`config.mk`:
```
export PLATFORM = sky130hd
export DESIGN_NAME = spike_output_arbiter
export DESIGN_NICKNAME = d
export VERILOG_FILES = /design/src/rtl/spike_output_arbiter.sv
export SDC_FILE = /design/constraint.sdc
export NUM_CORES = 1
export LEC_CHECK = 0
export ABC_AREA = 1
export BUFFER_PORTS_ARGS = -buffer_cell sky130_fd_sc_hd__buf_4
export CORE_MARGIN = 2
export CORE_UTILIZATION = 34
export CTS_BUF_LIST = sky130_fd_sc_hd__clkbuf_8
export DETAILED_ROUTE_END_ITERATION = 7
export GPL_TIMING_DRIVEN = 0
export PLACE_DENSITY = 0.55
export SYNTH_ARGS = -nofsm -noshare
export SYNTH_HDL_FRONTEND = slang
export SYNTH_SLANG_ARGS = --single-unit
```
`constraint.sdc`:
```
create_clock -name clk -period 44.6 [get_ports clk]
set_input_delay 11.15 -clock clk [delete_from_list [all_inputs] [get_ports clk]]
set_output_delay 11.15 -clock clk [all_outputs]
set_load 0.005 [all_outputs]
```
`src/rtl/spike_output_arbiter.sv`:
```
// Round-robin serializer for LIF spike pulses into a show-ahead output FIFO.
// Ports: clk, rst_n, enable, clear, spike_vec in; spike_out_valid/neuron_id/weight,
//   spike_out_ready in; fifo_full, busy, overflow, drop_count, out_count status.
//   Optional SPIKE_TIMESTAMP_EN adds timestep_tick in, spike_out_timestamp out.
module spike_output_arbiter #(
    parameter int NUM_NEURONS     = 64,
    parameter int NEURON_ID_WIDTH = 8,
    parameter int WEIGHT_WIDTH    = 8,
    parameter int OUT_WEIGHT      = 100,
    parameter int FIFO_DEPTH      = 16
) (
    input  logic                       clk,
    input  logic                       rst_n,
    input  logic                       enable,
    input  logic                       clear,
    input  logic [NUM_NEURONS-1:0]     spike_vec,
`ifdef SPIKE_TIMESTAMP_EN
    input  logic                       timestep_tick,
    output logic [15:0]                spike_out_timestamp,
`endif
    output logic                       spike_out_valid,
    output logic [NEURON_ID_WIDTH-1:0] spike_out_neuron_id,
    output logic [WEIGHT_WIDTH-1:0]    spike_out_weight,
    input  logic                       spike_out_ready,
    output logic                       fifo_full,
    output logic                       busy,
    output logic                       overflow,
    output logic [15:0]                drop_count,
    output logic [31:0]                out_count
);

    localparam int PTR_W = (NUM_NEURONS > 1) ? $clog2(NUM_NEURONS) : 1;
    localparam int AW    = (FIFO_DEPTH > 1) ? $clog2(FIFO_DEPTH) : 1;
    localparam int PC_W  = $clog2(NUM_NEURONS) + 1;
`ifdef SPIKE_TIMESTAMP_EN
    localparam int ENT_W = NEURON_ID_WIDTH + 16;
`else
    localparam int ENT_W = NEURON_ID_WIDTH;
`endif

    logic [NUM_NEURONS-1:0] pending;
    logic [PTR_W-1:0]       rr_ptr;
    logic [AW:0]            wr_ptr;
    logic [AW:0]            rd_ptr;
    logic [AW:0]            fill;
    logic [ENT_W-1:0]       mem [FIFO_DEPTH];
    logic [ENT_W-1:0]       head;
    logic [ENT_W-1:0]       entry;

    logic                   empty;
    logic                   pop;
    logic                   found;
    logic                   grant;
    logic [PTR_W-1:0]       grant_idx;
    logic [PTR_W-1:0]       search_idx;
    logic [NUM_NEURONS-1:0] grant_mask;
    logic [NUM_NEURONS-1:0] cap;
    logic [NUM_NEURONS-1:0] drop_vec;
    logic [PC_W-1:0]        drop_n;
    logic [16:0]            drop_sum;

    assign fill      = wr_ptr - rd_ptr;
    assign empty     = (wr_ptr == rd_ptr);
    assign fifo_full = fill[AW];
    assign pop       = !empty && spike_out_ready;
    assign head      = mem[rd_ptr[AW-1:0]];

    assign spike_out_valid     = !empty;
    assign spike_out_neuron_id = empty ? '0 : head[NEURON_ID_WIDTH-1:0];
    assign spike_out_weight    = WEIGHT_WIDTH'(OUT_WEIGHT);
    assign busy                = (|pending) || !empty;

    // First set pending bit at or after rr_ptr, wrapping modulo NUM_NEURONS.
    always_comb begin
        found      = 1'b0;
        grant_idx  = '0;
        search_idx = '0;
        for (int i = 0; i < NUM_NEURONS; i++) begin
            search_idx = rr_ptr + PTR_W'(i);
            if (!found && pending[search_idx]) begin
                found     = 1'b1;
                grant_idx = search_idx;
            end
        end
    end

    // A full FIFO can still accept a push when the head leaves this cycle.
    assign grant = found && (!fifo_full || pop);

    always_comb begin
        grant_mask = '0;
        if (grant) grant_mask[grant_idx] = 1'b1;
    end

    assign cap      = enable ? spike_vec : '0;
    // A bit being granted this cycle re-arms instead of coalescing.
    assign drop_vec = cap & pending & ~grant_mask;

    always_comb begin
        drop_n = '0;
        for (int i = 0; i < NUM_NEURONS; i++)
            drop_n = drop_n + PC_W'(drop_vec[i]);
    end

    assign drop_sum = {1'b0, drop_count} + 17'(drop_n);

`ifdef SPIKE_TIMESTAMP_EN
    logic [15:0] ts_cnt;

    always_ff @(posedge clk or negedge rst_n) begin
        if (!rst_n)             ts_cnt <= '0;
        else if (clear)         ts_cnt <= '0;
        else if (timestep_tick) ts_cnt <= ts_cnt + 16'd1;
    end

    // Pre-increment value is captured when a tick lands on the grant cycle.
    assign entry = {ts_cnt, NEURON_ID_WIDTH'(grant_idx)};
    assign spike_out_timestamp = empty ? '0 : head[ENT_W-1:NEURON_ID_WIDTH];
`else
    assign entry = NEURON_ID_WIDTH'(grant_idx);
`endif

    always_ff @(posedge clk) begin
        if (grant && !clear) mem[wr_ptr[AW-1:0]] <= entry;
    end

    always_ff @(posedge clk or negedge rst_n) begin
        if (!rst_n) begin
            pending    <= '0;
            rr_ptr     <= '0;
            wr_ptr     <= '0;
            rd_ptr     <= '0;
            overflow   <= 1'b0;
            drop_count <= '0;
            out_count  <= '0;
        end else if (clear) begin
            pending    <= '0;
            wr_ptr     <= '0;
            rd_ptr     <= '0;
            overflow   <= 1'b0;
            drop_count <= '0;
            out_count  <= '0;
        end else begin
            pending <= (pending & ~grant_mask) | cap;
            if (grant) begin
                rr_ptr <= grant_idx + PTR_W'(1);
                wr_ptr <= wr_ptr + 1'b1;
            end
            if (pop) begin
                rd_ptr    <= rd_ptr + 1'b1;
                out_count <= out_count + 32'd1;
            end
            if (|drop_vec) begin
                overflow   <= 1'b1;
                drop_count <= drop_sum[16] ? 16'hFFFF : drop_sum[15:0];
            end
        end
    end

endmodule
```
==> impl_metrics.py, run 1 <==
metrics = {
    "status": {
        "status": "complete, but fails checks",
        "violations": "capacitance limit, slew limit",
    },
    "floorplanning": {
        "die_y_um": 271,
        "rows": 97,
        "core_area_um2": 70100,
        "die_w_um": 271,
        "die-area_um2": 73200,
        "io_pins": 137,
        "start_util": 0.344,
    },
    "timing": {
        "layout_min_cycle_time_ns": 20.90,
        "slew_headroom": -0.0431,
        "setup_viol": 0,
        "hold_viol_final": 0,
        "finalMaxSlewViolations": 9,
        "rsz0062_at_grt": "no",
        "fmaxAchievable_ghz": 0.0478,
        "tightestPinTransition_ns": 1.55,
        "min_period_over_period": 0.469,
        "final.setup.tns_ns": 0,
        "finalClockSkew_ns": 0.0513,
    },
    "worst_setup_path": {
        "crit_path_end_kind": "flop",
        "start_kind": "flop",
        "worstSetupStartpoint": "rr_ptr[1]$_DFFE_PN0P_",
        "cp_slowest_cell": "clkbuf_1",
        "r2r-start": "rr_ptr[1]$_DFFE_PN0P_",
        "crit_fanout": 23,
        "crit_arrival_ns": 21.44,
        "cp_data_required_time_ns": 45.14,
        "crit_type": "flop to flop",
        "crit_top_cell": "fa_1",
        "timing.critical_path.slowest_cell_delay_ns": 0.93,
    },
    "worst_hold_path": {
        "hold_class": "flop to flop",
        "hp-start": "rd_ptr[4]$_DFFE_PN0P_",
    },
    "global_route": {
        "overflow": 0,
        "grt_pass1_wl_mm": 168,
        "first_global_vias": 25137,
        "antenna_found_initial": 1,
        "grt_usage": 0.308,
        "grt_max_degree": 82,
    },
    "clock_tree": {
        "cts.htree.levels": 2,
        "cts_resized": 0,
        "clkSlewWorstSetupHoldPaths_ns": 0.06,
        "clock_latency_ns": 0.62,
        "clkSinkCount": 225,
        "cts_hold_buf": 0,
        "cts-buffers-inserted": 42,
        "tritoncts": "yes",
        "cts.path.max_buffers": 3,
        "postCtsSetupBuffers": 0,
        "root_buffer": "clkbuf_8",
    },
    "place": {
        "place_congestion": 1.07,
        "place.port_buffers": 125,
        "hpwl_mm": 92.8,
    },
    "logic_synthesis": {
        "synthDistinctLibCells": 61,
        "synth_ff_type": "dfrtp_1",
        "synth_warnings": 0,
        "synth_edf_count": 96,
        "synth_commonest_cells": "nand2_1, nand3_1, inv_1",
        "synth.area.top_cells": "dfrtp_1, nand2_1, nand3_1",
        "ys_ff_latch": 225,
        "syn_area_um2": 24200,
        "synth.most_common_cell": "nand2_1",
        "ys_seq_area_frac": 0.253,
        "synth_cells": 3706,
        "synth_top_area_share": 0.134,
        "ys_async_sr_fraction": 0.573,
        "avgSynthCellArea_um2": 6.52,
        "synth_top_area_cell": "dfrtp_1",
    },
    "route": {
        "totalWireLength_mm": 116,
        "firstDrtPassIters": 8,
        "via_per_inst": 5.61,
        "via_count": 27247,
        "drc_errors": 0,
        "wire_per_inst_um": 23.8,
        "drtIter0Drc": 3210,
        "ant_nets": 0,
    },
    "cells_and_area": {
        "area_delta_synth_final_pct": 12.4,
        "nets": 4065,
        "drive_above_1_share": 0.100,
    },
    "job": {
        "cap_violations": 3,
    },
}
[stage by stage]
stage	hold slack, ns	utilization	setup WS, ns	area [um^2]	std cells
6_report	0.488	0.387	23.70	27200	4857
5_1_grt	0.517	0.387	22.60	27200	4857
4_1_cts	0.493	0.387	24.24	27200	4856
3_5_place_dp	0.487	0.376	23.83	26400	4781
3_3_place_gp	0.477	0.375	23.83	26300	4779
2_1_floorplan	0.453	-	25.66	24200	3714
[final cells by class]
| cell class | count | area (um^2) |
|---|---|---|
| clock inverter | 27 | 135 |
| sequential | 225 | 6110 |
| inverter | 501 | 1890 |
| multi-input combinational | 2847 | 15500 |
| clock buffer | 48 | 661 |
| tap | 940 | 1180 |
| timing repair buffer | 127 | 977 |
| buffer | 141 | 718 |
| antenna | 1 | 2.50 |
| fill | 7719 | 43000 |
[critical path, delay by kind of cell (launching register included)]
family	cells	cell delay, ns
compound gates	8	1.90
xor+xnor	1	0.26
fa+ha+maj	11	4.89
buf+inv	16	4.19
flops	1	0.48
simple gates	45	9.04
[final timing paths]
| path | end | slack [ns] | cells past startpoint |
|---|---|---|---|
| hold / removal | rd_ptr[4]$_DFFE_PN0P_ | 0.49 | 1 |
| min in group asynchronous | drop_count[9]$_DFFE_PN0P_ | 10.48 | 1 |
| max in group asynchronous | rr_ptr[0]$_DFFE_PN0P_ | 33.29 | 2 |
| hold reg to reg | rd_ptr[4]$_DFFE_PN0P_ | 0.49 | 1 |
| setup / recovery | drop_count[13]$_DFFE_PN0P_ | 23.70 | 81 |
| setup reg to reg | drop_count[13]$_DFFE_PN0P_ | 23.70 | 81 |
[sequential cells by signal, indices dropped and copies added (netlist names)]
register / flops
overflow: 1
rd_ptr: 5
drop_count: 16
pending: 64
out_count: 32
rr_ptr: 6
wr_ptr: 5
mem: 96
[layer usage]
metal | share of wire | vias up | track usage
met4 | 0.048 | 0 | 0.130
met3 | 0.083 | 279 | 0.0493
li1 | - | 12765 | -
met2 | 0.45 | 1275 | 0.486
met5 | 0 | - | 0
met1 | 0.42 | 12928 | 0.417
[cell families (layout without fill, tap and decap cells)]
| group | after synthesis | in the layout | synth area share |
|---|---|---|---|
| adders and majority gates | 111 | 111 | 0.0749 |
| other | 2 | 11 | 0.000311 |
| DFF | 225 | 225 | 0.253 |
| xor gates and xnor gates | 56 | 56 | 0.0217 |
| buffers and inverters | 642 | 844 | 0.108 |
| AOI/OAI and AO/OA | 443 | 443 | 0.103 |
| and+or+nand+nor | 2227 | 2227 | 0.439 |
[placed cells by master, fill, tap and decap left out, types with 56 or more instances in the layout]
cell type	n
dfrtp_1	129
a21oi_1	128
nand2_1	840
fa_1	56
nand4_1	197
o21ai_0	184
inv_1	481
edfxtp_1	96
buf_4	148
clkbuf_1	59
nand3_1	613
nor2_1	419
Power of run 1 is left out: the tool's default activity adds up to more than one toggle a clock period on the data nets, which glitch-free logic cannot reach.
==> run 2, diff against run 1 <==
Settings changed: PLACE_DENSITY 0.55 to 0.56.
Clock period 44.6 ns to 18.65 ns, I/O delays scaled along.
==> run 2 against run 1 <==
  * The flow now finishes without violations
  * Hold slack lost 0.00087 ns
  * Die area is the same
  * Via count is 0.98% higher
  * Critical endpoint unchanged
  * Largest cell class unchanged
  * Highest routed layer is now met5
==> impl_metrics.py, run 2 (same netlist as run 1, synthesis figures left out) <==
metrics = {
    "global_route": {
        "overflow": 0,
        "first_global_vias": 25465,
        "antenna_found_initial": 3,
        "grt_max_degree": 80,
        "grt_pass1_wl_mm": 161,
        "grt_usage": 0.291,
    },
    "route": {
        "via_count": 27514,
        "wire_per_inst_um": 22.7,
        "drc_errors": 0,
        "via_per_inst": 5.65,
        "ant_nets": 0,
        "totalWireLength_mm": 111,
        "firstDrtPassIters": 7,
        "drtIter0Drc": 3411,
    },
    "floorplanning": {
        "io_pins": 137,
        "die_w_um": 271,
        "rows": 97,
        "start_util": 0.344,
        "die-area_um2": 73200,
        "die_y_um": 271,
        "core_area_um2": 70100,
    },
    "timing": {
        "layout_min_cycle_time_ns": 17.76,
        "rsz0062_at_grt": "no",
        "fmaxAchievable_ghz": 0.0563,
        "finalClockSkew_ns": 0.0243,
        "slew_headroom": 0.136,
        "finalMaxSlewViolations": 0,
        "setup_viol": 0,
        "hold_viol_final": 0,
        "tightestPinTransition_ns": 1.30,
        "min_period_over_period": 0.952,
    },
    "cells_and_area": {
        "post-route-cell-area_um2": 27500,
        "nets": 4080,
        "largest_reg_flops": 96,
        "area_delta_synth_final_pct": 13.8,
        "final_common_cell": "nand2_1",
        "mostFrequentLayoutCells": "nand2_1, nand3_1, inv_1",
        "drive_above_1_share": 0.108,
    },
    "worst_hold_path": {
        "hold_class": "flop to flop",
    },
    "place": {
        "place.port_buffers": 125,
        "place_congestion": 1.08,
        "place_area_um2": 26300,
        "hpwl_mm": 87.6,
    },
    "clock_tree": {
        "cts_hold_buf": 0,
        "root_buffer": "clkbuf_8",
        "cts.path.max_buffers": 3,
        "tritoncts": "yes",
        "clkSinkCount": 225,
        "cts-buffers-inserted": 43,
        "cts.htree.levels": 2,
        "clkSlewWorstSetupHoldPaths_ns": 0.06,
        "clock_latency_ns": 0.61,
    },
    "worst_setup_path": {
        "crit_type": "flop to flop",
        "timing.critical_path.slowest_cell_delay_ns": 0.73,
        "cp_data_required_time_ns": 19.14,
        "crit_top_cell": "fa_1",
        "start_kind": "flop",
        "crit_arrival_ns": 18.25,
        "crit_fanout": 15,
        "cp_slowest_cell": "xor2_1",
        "crit_path_end_kind": "flop",
    },
    "job": {
        "cap_violations": 0,
    },
    "status": {
        "status": "completed",
    },
}
[run 2: cell count changes in the layout (fill, tap and decap cells not counted), moves of 4 or more]
cell,change
clkinv_1,+4
bufinv_16,+4
buf_4,+13
clkbuf_1,-6
nand4_4,+4
clkbuf_2,+4
[run 2: timing repair]
| item | 4_1_cts | 5_1_grt |
|---|---|---|
| endpoints found under the setup margin | 16 | 16 |
| resized for setup | 10 | 31 |
| pin swaps | 0 | 7 |
| buffers inserted | 0 | 14 |
| gates cloned | 0 | 3 |
[run 2: stage by stage]
step           std cells  hold slack [ns]  setup WS [ns]  setup TNS (ns)   util
6_report            4874            0.488          0.890               0  0.392
3_5_place_dp        4780            0.483          -1.10          -13.93  0.376
2_1_floorplan       3714            0.453           3.74               0      -
3_3_place_gp        4779            0.475          -1.22          -15.67  0.375
5_1_grt             4874            0.501         0.0237               0  0.392
4_1_cts             4857            0.490          0.298               0  0.389
[run 2: worst max-delay path: cells and delay by family, from the launching register on]
kind            cells  cell delay [ns]
simple gates       41             7.15
fa+ha+maj          11             5.24
buf+inv            13             2.16
compound gates      9             1.74
xor+xnor            1             0.73
flops               1             0.51
[run 2: final timing paths]
check                                      startpoint                         end  slack [ns]  depth (start not counted)
worst max-delay path            rr_ptr[3]$_DFFE_PN0P_  drop_count[13]$_DFFE_PN0P_        0.89                         75
worst min-delay path            rd_ptr[4]$_DFFE_PN0P_       rd_ptr[4]$_DFFE_PN0P_        0.49                          1
worst max register to register  rr_ptr[3]$_DFFE_PN0P_  drop_count[13]$_DFFE_PN0P_        0.89                         75
worst min register to register  rd_ptr[4]$_DFFE_PN0P_       rd_ptr[4]$_DFFE_PN0P_        0.49                          1
max in group asynchronous                       rst_n       rr_ptr[2]$_DFFE_PN0P_       13.85                          2
min in group asynchronous                       rst_n  drop_count[13]$_DFFE_PN0P_        4.00                          1
[run 2: final cells by class]
cell class	instances	area [um^2]
Inverter	501	1890
Fill cell	7770	42600
Sequential cell	225	6110
Antenna cell	1	2.50
Clock inverter	30	236
Clock buffer	48	661
Multi-Input combinational cell	2850	15600
Buffer	139	737
Timing Repair Buffer	140	1070
Tap cell	940	1180
[run 2: routing by layer]
metal,GRT usage,vias to the layer above,part of all wire
met5,0,-,0.00012
met4,0.147,2,0.064
met3,0.0594,373,0.097
met2,0.446,1482,0.43
met1,0.389,12851,0.41
li1,-,12806,-
Power of run 2 is left out for the same reason.
